===== src/rtl/clk_gen_param.sv =====
// Parametrised phase-aligned clock divider with gated outputs,
// rise strobes, resync and lock. Ports: clk_32f, reset, en, resync,
// clk_out, rise_stb, locked.
module clk_gen_param #(
  parameter int TOP_LOG2 = 5,
  parameter int NUM_OUT  = 3
) (
  input  logic               clk_32f,
  input  logic               reset,
  input  logic [NUM_OUT-1:0] en,
  input  logic               resync,
  output logic [NUM_OUT-1:0] clk_out,
  output logic [NUM_OUT-1:0] rise_stb,
  output logic               locked
);

  localparam int W = TOP_LOG2;

  logic [W-1:0]       cnt;
  logic [W-1:0]       cnt_nx;
  logic [W-1:0]       cnt_nx2;
  logic [NUM_OUT-1:0] g;
  logic [NUM_OUT-1:0] g_nx;
  logic [NUM_OUT-1:0] raw_nx;
  logic [NUM_OUT-1:0] raw_nx2;

  // Look one and two counts ahead so every output is a plain flop.
  // A gate only reloads while its next phase is low, which keeps
  // started pulses whole and first pulses full width.
  always_comb begin
    cnt_nx  = cnt + W'(1);
    cnt_nx2 = cnt + W'(2);
    raw_nx  = '0;
    raw_nx2 = '0;
    g_nx    = g;
    for (int i = 0; i < NUM_OUT; i++) begin
      raw_nx[i]  = cnt_nx[W-1-i];
      raw_nx2[i] = cnt_nx2[W-1-i];
      g_nx[i]    = raw_nx[i] ? g[i] : en[i];
    end
  end

  always_ff @(posedge clk_32f) begin
    if (reset) begin
      cnt      <= '0;
      g        <= '0;
      clk_out  <= '0;
      rise_stb <= '0;
      locked   <= 1'b0;
    end else if (resync) begin
      cnt      <= '0;
      clk_out  <= '0;
      rise_stb <= '0;
      locked   <= 1'b0;
    end else begin
      cnt      <= cnt_nx;
      g        <= g_nx;
      clk_out  <= raw_nx & g_nx;
      // The gate cannot change across a low-to-high step, so the
      // gate loaded now also governs the rising edge after it.
      rise_stb <= g_nx & ~raw_nx & raw_nx2;
      locked   <= locked | (&cnt);
    end
  end

endmodule


===== config.mk =====
export PLATFORM = sky130hd
export DESIGN_NAME = clk_gen_param
export DESIGN_NICKNAME = d
export VERILOG_FILES = /design/src/rtl/clk_gen_param.sv
export SDC_FILE = /design/constraint.sdc
export NUM_CORES = 1
export LEC_CHECK = 0
export ABC_AREA = 1
export CORE_AREA = 2 2 39 41
export DETAILED_ROUTE_END_ITERATION = 8
export DIE_AREA = 0 0 41 43
export DONT_BUFFER_PORTS = 1
export SKIP_LAST_GASP = 1
export SYNTH_ARGS = -nofsm -noshare
export SYNTH_HDL_FRONTEND = slang
export SYNTH_SLANG_ARGS = --single-unit

===== constraint.sdc =====
create_clock -name clk_32f -period 3.45 [get_ports clk_32f]
set_input_delay 0.345 -clock clk_32f [delete_from_list [all_inputs] [get_ports clk_32f]]
set_output_delay 0.345 -clock clk_32f [all_outputs]
set_load 0.005 [all_outputs]

# ---- After elaboration in Yosys (flattened, before gate mapping)
# Index checks and enable logic that the tools add are counted.
dict set report totals {
  register_bits 15
  in_bits 6
  out_inout_bits 7
  elab_cells 17
}
dict set report op_classes {
  addsub 2
  muxes 3
  bitwise_logic 5
  reduce_logical 2
}
# op n
set op_table {}
lappend op_table {{$and 3x3->3} 3}
lappend op_table {{$add 5x1->5 const B} 1}
lappend op_table {{$add 5x2->5 const B} 1}
lappend op_table {{$reduce_and 5->1} 1}
lappend op_table {{$mux 1} 3}
lappend op_table {{$not 3->3} 1}
lappend op_table {{$reduce_or 2->1} 1}
lappend op_table {{$or 1x1->1} 1}

# ---- Logic depth before layout (Yosys ltp)
# Gate-level depths: netlist of the first run.
dict set report depth {
  word_depth 4
  ltp_mapped 8
  mapped_depth_nobuf 8
}

# ---- Worst setup path after synthesis of the first run
# Ideal clock, no wire load.
dict set report synth_timing {
  path_kind {register -> register}
  from {register cnt[0]}
  to {register g[0]}
  setup_ns 0.120
  arrival_ns 1.151
  required_time_ns 3.330
  setup_slack_ns 2.180
  stages_incl_launch_ff 7
  path_buffers 0
  synth_period_minus_slack_ns 1.270
  path_cell_list {dfxtp_1 -> ha_1 -> nand2_1 -> nor2_1 -> ha_1 -> o211ai_1 -> nand2_1}
}
dict set report synth_between {
  elab_chain_cells 2
}
# element line
set synth_rtl {}
lappend synth_rtl {{from (decl)} 19} ;# logic [W-1:0] cnt;
lappend synth_rtl {{from (signal assigned)} 56} ;# cnt <= cnt_nx;
lappend synth_rtl {{$add 5x1->5} 31} ;# cnt_nx = cnt + W'(1);
lappend synth_rtl {{named net cnt_nx[4]} 20} ;# logic [W-1:0] cnt_nx;
lappend synth_rtl {{$mux 1} 39} ;# g_nx[i] = raw_nx[i] ? g[i] : en[i];
lappend synth_rtl {{to (signal assigned)} 57} ;# g <= g_nx;
lappend synth_rtl {{to (decl)} 22} ;# logic [NUM_OUT-1:0] g;
# The timed path passes the listed nets, and every way through them passes these cells.
# A chain may end at the register's enable or synchronous reset.

# ---- Final worst setup path of the first run
dict set report layout_timing {
  from {register cnt[0]}
  to {register rise_stb[0]}
}
dict set report layout_between {
  elab_chain_cells 4
  elab_cells_between_ends 6
  classes_between {2 x add/sub; 1 x mux; 3 x bitwise}
}
# element line
set layout_rtl {}
lappend layout_rtl {{$add 5x1->5 *} 31}
lappend layout_rtl {{named net cnt_nx[4]} 20}
lappend layout_rtl {{$mux 1 / $not 3->3 (equally long branches)} {39, 61}}
lappend layout_rtl {{$and 3x3->3 * (2 in a row)} 61} ;# rise_stb <= g_nx & ~raw_nx & raw_nx2;
lappend layout_rtl {{to (signal assigned)} 61}
lappend layout_rtl {{to (decl)} 13} ;# output logic [NUM_OUT-1:0] rise_stb,
# The timed path passes the listed nets; every way through them passes the cells marked *.

==> run metrics, run 1 <==
worst hold-check path type=in -> reg; Cell Area, Synth=579 um2; Clock Skews=0.00163 ns; most numerous cell in the Yosys netlist=dfxtp_1; DRC=0; Die Y=43 um; pre-CTS setup slack=2.10 ns; worst rel slew slack=90.3%; Synth Area in Compound Gates=3.67%; Yosys reg bits=15; Pre-antenna DRT Iters=2; Comb pwr share=4.5%; Syn. warnings=0; core region area=1380 um2; post-CTS setup repair buffer count=0; DIE AREA=1760 um2; status=completed; largest family of logic cells by synthesized area=simple AND/OR/NAND/NOR gates; Adder-Cell Fraction of Synth Area=6.48%; final hold slack=0.200 ns; Initial Util=41.9%; utilization after layout=45.2%; largest area contributor in the netlist=dfxtp_1; Clock Sinks=15; Overflow after GRT=0; sum of negative setup slack=0 ns; initial antenna violation count=0; post-DP HPWL=654 um; crit path DAT=1.57 ns; vias in the first global route=381; Ant. Diodes=0; Gate Count Post-Synth=68; sequential fraction of design power=61.9%; Routed Antenna Nets=0; 1st-iter DRT viols=9; net switching power of the design=0.0634 mW; Synth top area share=51.8%; worst-case clock buffer depth=2; share of layout cells above drive strength 1=18.1%; CP Class=reg -> reg; critical path peak fanout=4; Sw Share=21.9%; Final nets=82; Max Fclk=739 MHz; I/O Pins=13; post-synthesis simple-gate area fraction=30.0%; post_cts resized=0; syn_area_per_cell=8.52 um2; post-layout worst setup margin=2.10 ns; H-tree depth=1; routed wire length=847 um; Top FF cell, synth=dfxtp_1; Cell Pwr Density=462 nW/um2; Post-synth top cells=15 x dfxtp_1, 14 x nor2_1, 9 x nand2_1; vias=413; ys async rst share=0%; global placement routability congestion=0.685; worst-margin pin slew=0.144 ns; number of flops mapped to enable cells by yosys=0; Synth area leaders=dfxtp_1 52%, nor2_1 9.1%, ha_1 6.5%, nand2_1 5.8%, inv_1 5.2%; max-slew violations=0; DIE WIDTH=41 um; Area Overhead vs Synth=7.99%; Worst-path clk slew=0.08 ns; Crit path required time=3.67 ns; fin crit period=1.35 ns; xor and xnor area share after synthesis=1.51%; max-cap check violation count=0; syn nets=77; register area share after synthesis=51.8%; CTS buffer count=3; CP endpoint kind=flop; Hold Buf Count CTS=0; Worst VDD drop=184 uV; mux share of post-synthesis cell area=0%; TritonCTS clock tree=done; Via density=4.69; pin count of the biggest net entering global routing=11; # fillers=146; Int Pwr=0.226 mW; Leak Pwr=0.274 nW; setup violators final=0; first-pass GRT wire length=1.46 mm; Clock power frac=33.6%; Yosys cell types=17; Root Buffer=clkbuf_4; clk_lat worst skew=0.27 ns; final hold violations=0; Period Utilization, post-route=39.2%; Port Buffer Count=0; unrepaired setup endpoints after global routing=false; Site Rows=14; startpoint types=flop; Tot GR Track Use=12.8%; routed len/inst=9.63 um
[through the flow]
step | std cells | area [um2] | total power, mW
after floorplan | 68 | 579 | 0.194
after global placement | 84 | 599 | 0.196
after detailed placement | 84 | 599 | 0.196
after CTS | 88 | 626 | 0.293
after global routing | 88 | 626 | 0.305
final | 88 | 626 | 0.289
[power by group through the flow]
stage                     registers [mW]  clock network [mW]  logic [mW]
final                              0.179              0.0973      0.0129
after floorplan                    0.183                   0      0.0110
after global placement             0.183                   0      0.0132
after CTS                          0.179               0.100      0.0132
after global routing               0.180               0.111      0.0150
after detailed placement           0.183                   0      0.0131
[sequential cells by signal (all words and copies together) (netlist names)]
name,cells
rise_stb,3
cnt,5
g,3
clk_out,3
locked,1
[layout make-up]
type	instances	area, um2	area share [%]
clock buffer	4	26.3	4.20
sequential	15	300	48.0
multi-input combinational	43	241	38.6
inverter	10	37.5	6.00
tap	16	20.0	3.20
[per-layer routing]
metal	wire length, um	share of wire [%]	up-vias	track usage, %
met1	434	51	182	16.2
li1	-	-	221	-
met3	45	5.3	0	6.28
met5	0	0	-	0
met2	368	43	10	15.6
met4	0	0	0	10.0
[worst max-delay path, cell delays in order, from the launching register on]
cell	delay [ns]
dfxtp_1	0.35
ha_1	0.21
nand2_1	0.10
nor2_1	0.05
ha_1	0.30
inv_1	0.08
nand4_1	0.11
nor2_1	0.11
[final timing paths]
| kind | to | start | depth (start not counted) | slack [ns] |
|---|---|---|---|---|
| hold reg to reg | clk_out[0] | g[0] | 2 | 0.45 |
| setup / recovery | rise_stb[0] | cnt[0] | 7 | 2.10 |
| hold / removal | rise_stb[2] | en[2] | 2 | 0.20 |
| setup reg to reg | rise_stb[0] | cnt[0] | 7 | 2.10 |
[cells in the final DEF, fill, tap and decap left out]
cell type | netlist | final
clkbuf_4 | 0 | 3
xor2_1 | 1 | 1
dfxtp_1 | 15 | 15
nand2_1 | 9 | 9
nor3_1 | 1 | 1
nor2_2 | 1 | 1
inv_1 | 8 | 8
nand3_1 | 4 | 4
inv_2 | 2 | 2
nand4_1 | 1 | 1
nand2_2 | 3 | 3
nand2_4 | 1 | 1
nor2_1 | 14 | 14
ha_1 | 3 | 3
o21ai_0 | 1 | 1
clkbuf_1 | 0 | 1
nand3_2 | 2 | 2
a21oi_2 | 1 | 1
o211ai_1 | 1 | 1
[cell families (layout without fill, tap and decap cells)]
logic type,Yosys count,in the layout
adders and majority gates,3,3
DFF,15,15
AOI/OAI and AO/OA,3,3
xor gates and xnor gates,1,1
and+or+nand+nor,36,36
buffers and inverters,10,14
No activity file was read; power rests on OpenSTA's default activity.
==> run 2, diff against run 1 <==
clock period = 1.2 ns   (was 3.45 ns; I/O delays follow)
==> run metrics, run 2 (synthesis results as in run 1) <==
status=completed; Comb pwr share=6.7%; unrepaired setup endpoints after global routing=true; routed len/inst=9.80 um; Root Buffer=clkbuf_4; Crit path required time=1.37 ns; startpoint types=flop; Initial Util=41.9%; max-slew violations=0; Worst VDD drop=661 uV; setup violators final=0; CP Class=reg -> reg; share of layout cells above drive strength 1=37.3%; Pre-antenna DRT Iters=1; first-pass GRT wire length=1.66 mm; initial antenna violation count=0; 1st-iter DRT viols=0; Clock Sinks=15; Top reg by flops=cnt; fin crit period=1.20 ns; Tot GR Track Use=15.0%; Max Fclk=836 MHz; Period Utilization, post-route=99.7%; vias in the first global route=419; WHS Path Cells=2; # fillers=129; pre-CTS setup slack=-0.0722 ns; TritonCTS clock tree=done; clk_lat worst skew=0.28 ns; Clock Skews=0.00874 ns; Sw Share=22.3%; R2R setup slack=0.003 ns; max-cap check violation count=0; FF-to-FF End=g[0]; Routed Antenna Nets=0; post-layout worst setup margin=0.00349 ns; global placement routability congestion=0.703; net switching power of the design=0.190 mW; vias=454; DRC=0; I/O Pins=13; post-DP HPWL=748 um; max reg flops=5; DIE AREA=1760 um2; worst hold-check path type=in -> reg; Reg2Reg Depth=6; Int Pwr=0.664 mW; Port Buffer Count=0; final hold slack=0.00585 ns; Clock power frac=33.0%; Site Rows=14; core region area=1380 um2; final hold violations=0; WHS Endpoint=g[0]; Cell Pwr Density=1110 nW/um2; Area Overhead vs Synth=33.3%; DIE WIDTH=41 um; commonest non-fill, non-tap cells in the layout=13 x nor2_1, 12 x dfxtp_1, 7 x inv_1, 7 x nand2_1, 7 x buf_4; most common cell after layout, fill and taps aside=nor2_1; worst-case clock buffer depth=2; routed wire length=970 um; worst rel slew slack=87.7%; Ant. Diodes=0; crit path DAT=1.36 ns; CP endpoint kind=flop; Leak Pwr=0.334 nW; Overflow after GRT=0; critical path peak fanout=3; Via density=4.59; Final nets=93; Hold Startpoint=resync; CTS buffer count=3; reg-to-reg startpoint=cnt[0]; pin count of the biggest net entering global routing=11; worst-margin pin slew=0.184 ns; Worst-path clk slew=0.09 ns; sequential fraction of design power=60.3%; H-tree depth=1; Die Y=43 um
run 2: changes by cell type in the layout (fill, tap and decap cells not counted), moves of 2 or more:
cell / before / now
buf_4: 0 / 7
dfxtp_1: 15 / 12
dfxtp_2: 0 / 3
dlygate4sd3_1: 0 / 4
ha_1: 3 / 0
ha_4: 0 / 2
nand2_1: 9 / 7
run 2: layer usage:
layer / up-vias / part of all wire [%] / GRT usage (%)
met5: - / 0 / 0
met4: 0 / 0.93 / 10.0
met3: 2 / 4.7 / 6.28
met2: 9 / 47 / 19.7
met1: 200 / 48 / 19.1
li1: 243 / - / -
run 2: per-stage QoR:
stage	area (um2)	std cells	total power, mW	TNS, ns	utilization, %
after floorplan	597	68	0.559	-0.0287	-
after global placement	662	90	0.572	-0.0545	47.8
after detailed placement	662	90	0.573	-0.116	47.8
after CTS	759	98	0.862	-0.0105	54.9
after global routing	772	99	0.898	-0.228	55.8
final	772	99	0.854	0	55.8
run 2: worst max-delay path by stage:
stage / start / endpoint / slack [ns]
2_1_floorplan: cnt[0] / g[0] / -0.03
3_3_place_gp: cnt[0] / g[0] / -0.05
3_5_place_dp: cnt[0] / g[0] / -0.07
4_1_cts: cnt[0] / g[0] / -0.008
5_1_grt: cnt[0] / g[0] / -0.09
6_report: cnt[0] / g[0] / 0.003
run 2: cell type report:
cell class	instances	area [um2]	area share [%]
clock buffer	4	26.3	3.40
inverter	10	37.5	4.86
multi-input combinational	43	292	37.8
sequential	15	304	39.4
tap	16	20.0	2.59
timing repair buffer	11	92.6	12.0
run 2: critical path: stages, from the launching register on:
cell and delay (ns):
dfxtp_2 0.36, ha_4 0.15, nand2_4 0.05, nor2_4 0.09, ha_4 0.21, o211ai_1 0.16
nand2_1 0.06
run 2: timing repair:
action / CTS / global route
setup endpoints to repair: 3 / 5
setup buffers: 1 / 0
endpoints found under the hold margin: 4 / 1
pin swaps: 4 / 2
hold buffers: 3 / 1
gates resized for setup: 8 / 2
run 2: power groups by stage:
stage                     clock (mW)  combinational, mW  sequential [mW]
final                          0.282             0.0575            0.515
after global routing           0.316             0.0660            0.516
after CTS                      0.291             0.0550            0.515
after detailed placement           0             0.0459            0.527
after global placement             0             0.0451            0.527
after floorplan                    0             0.0324            0.527
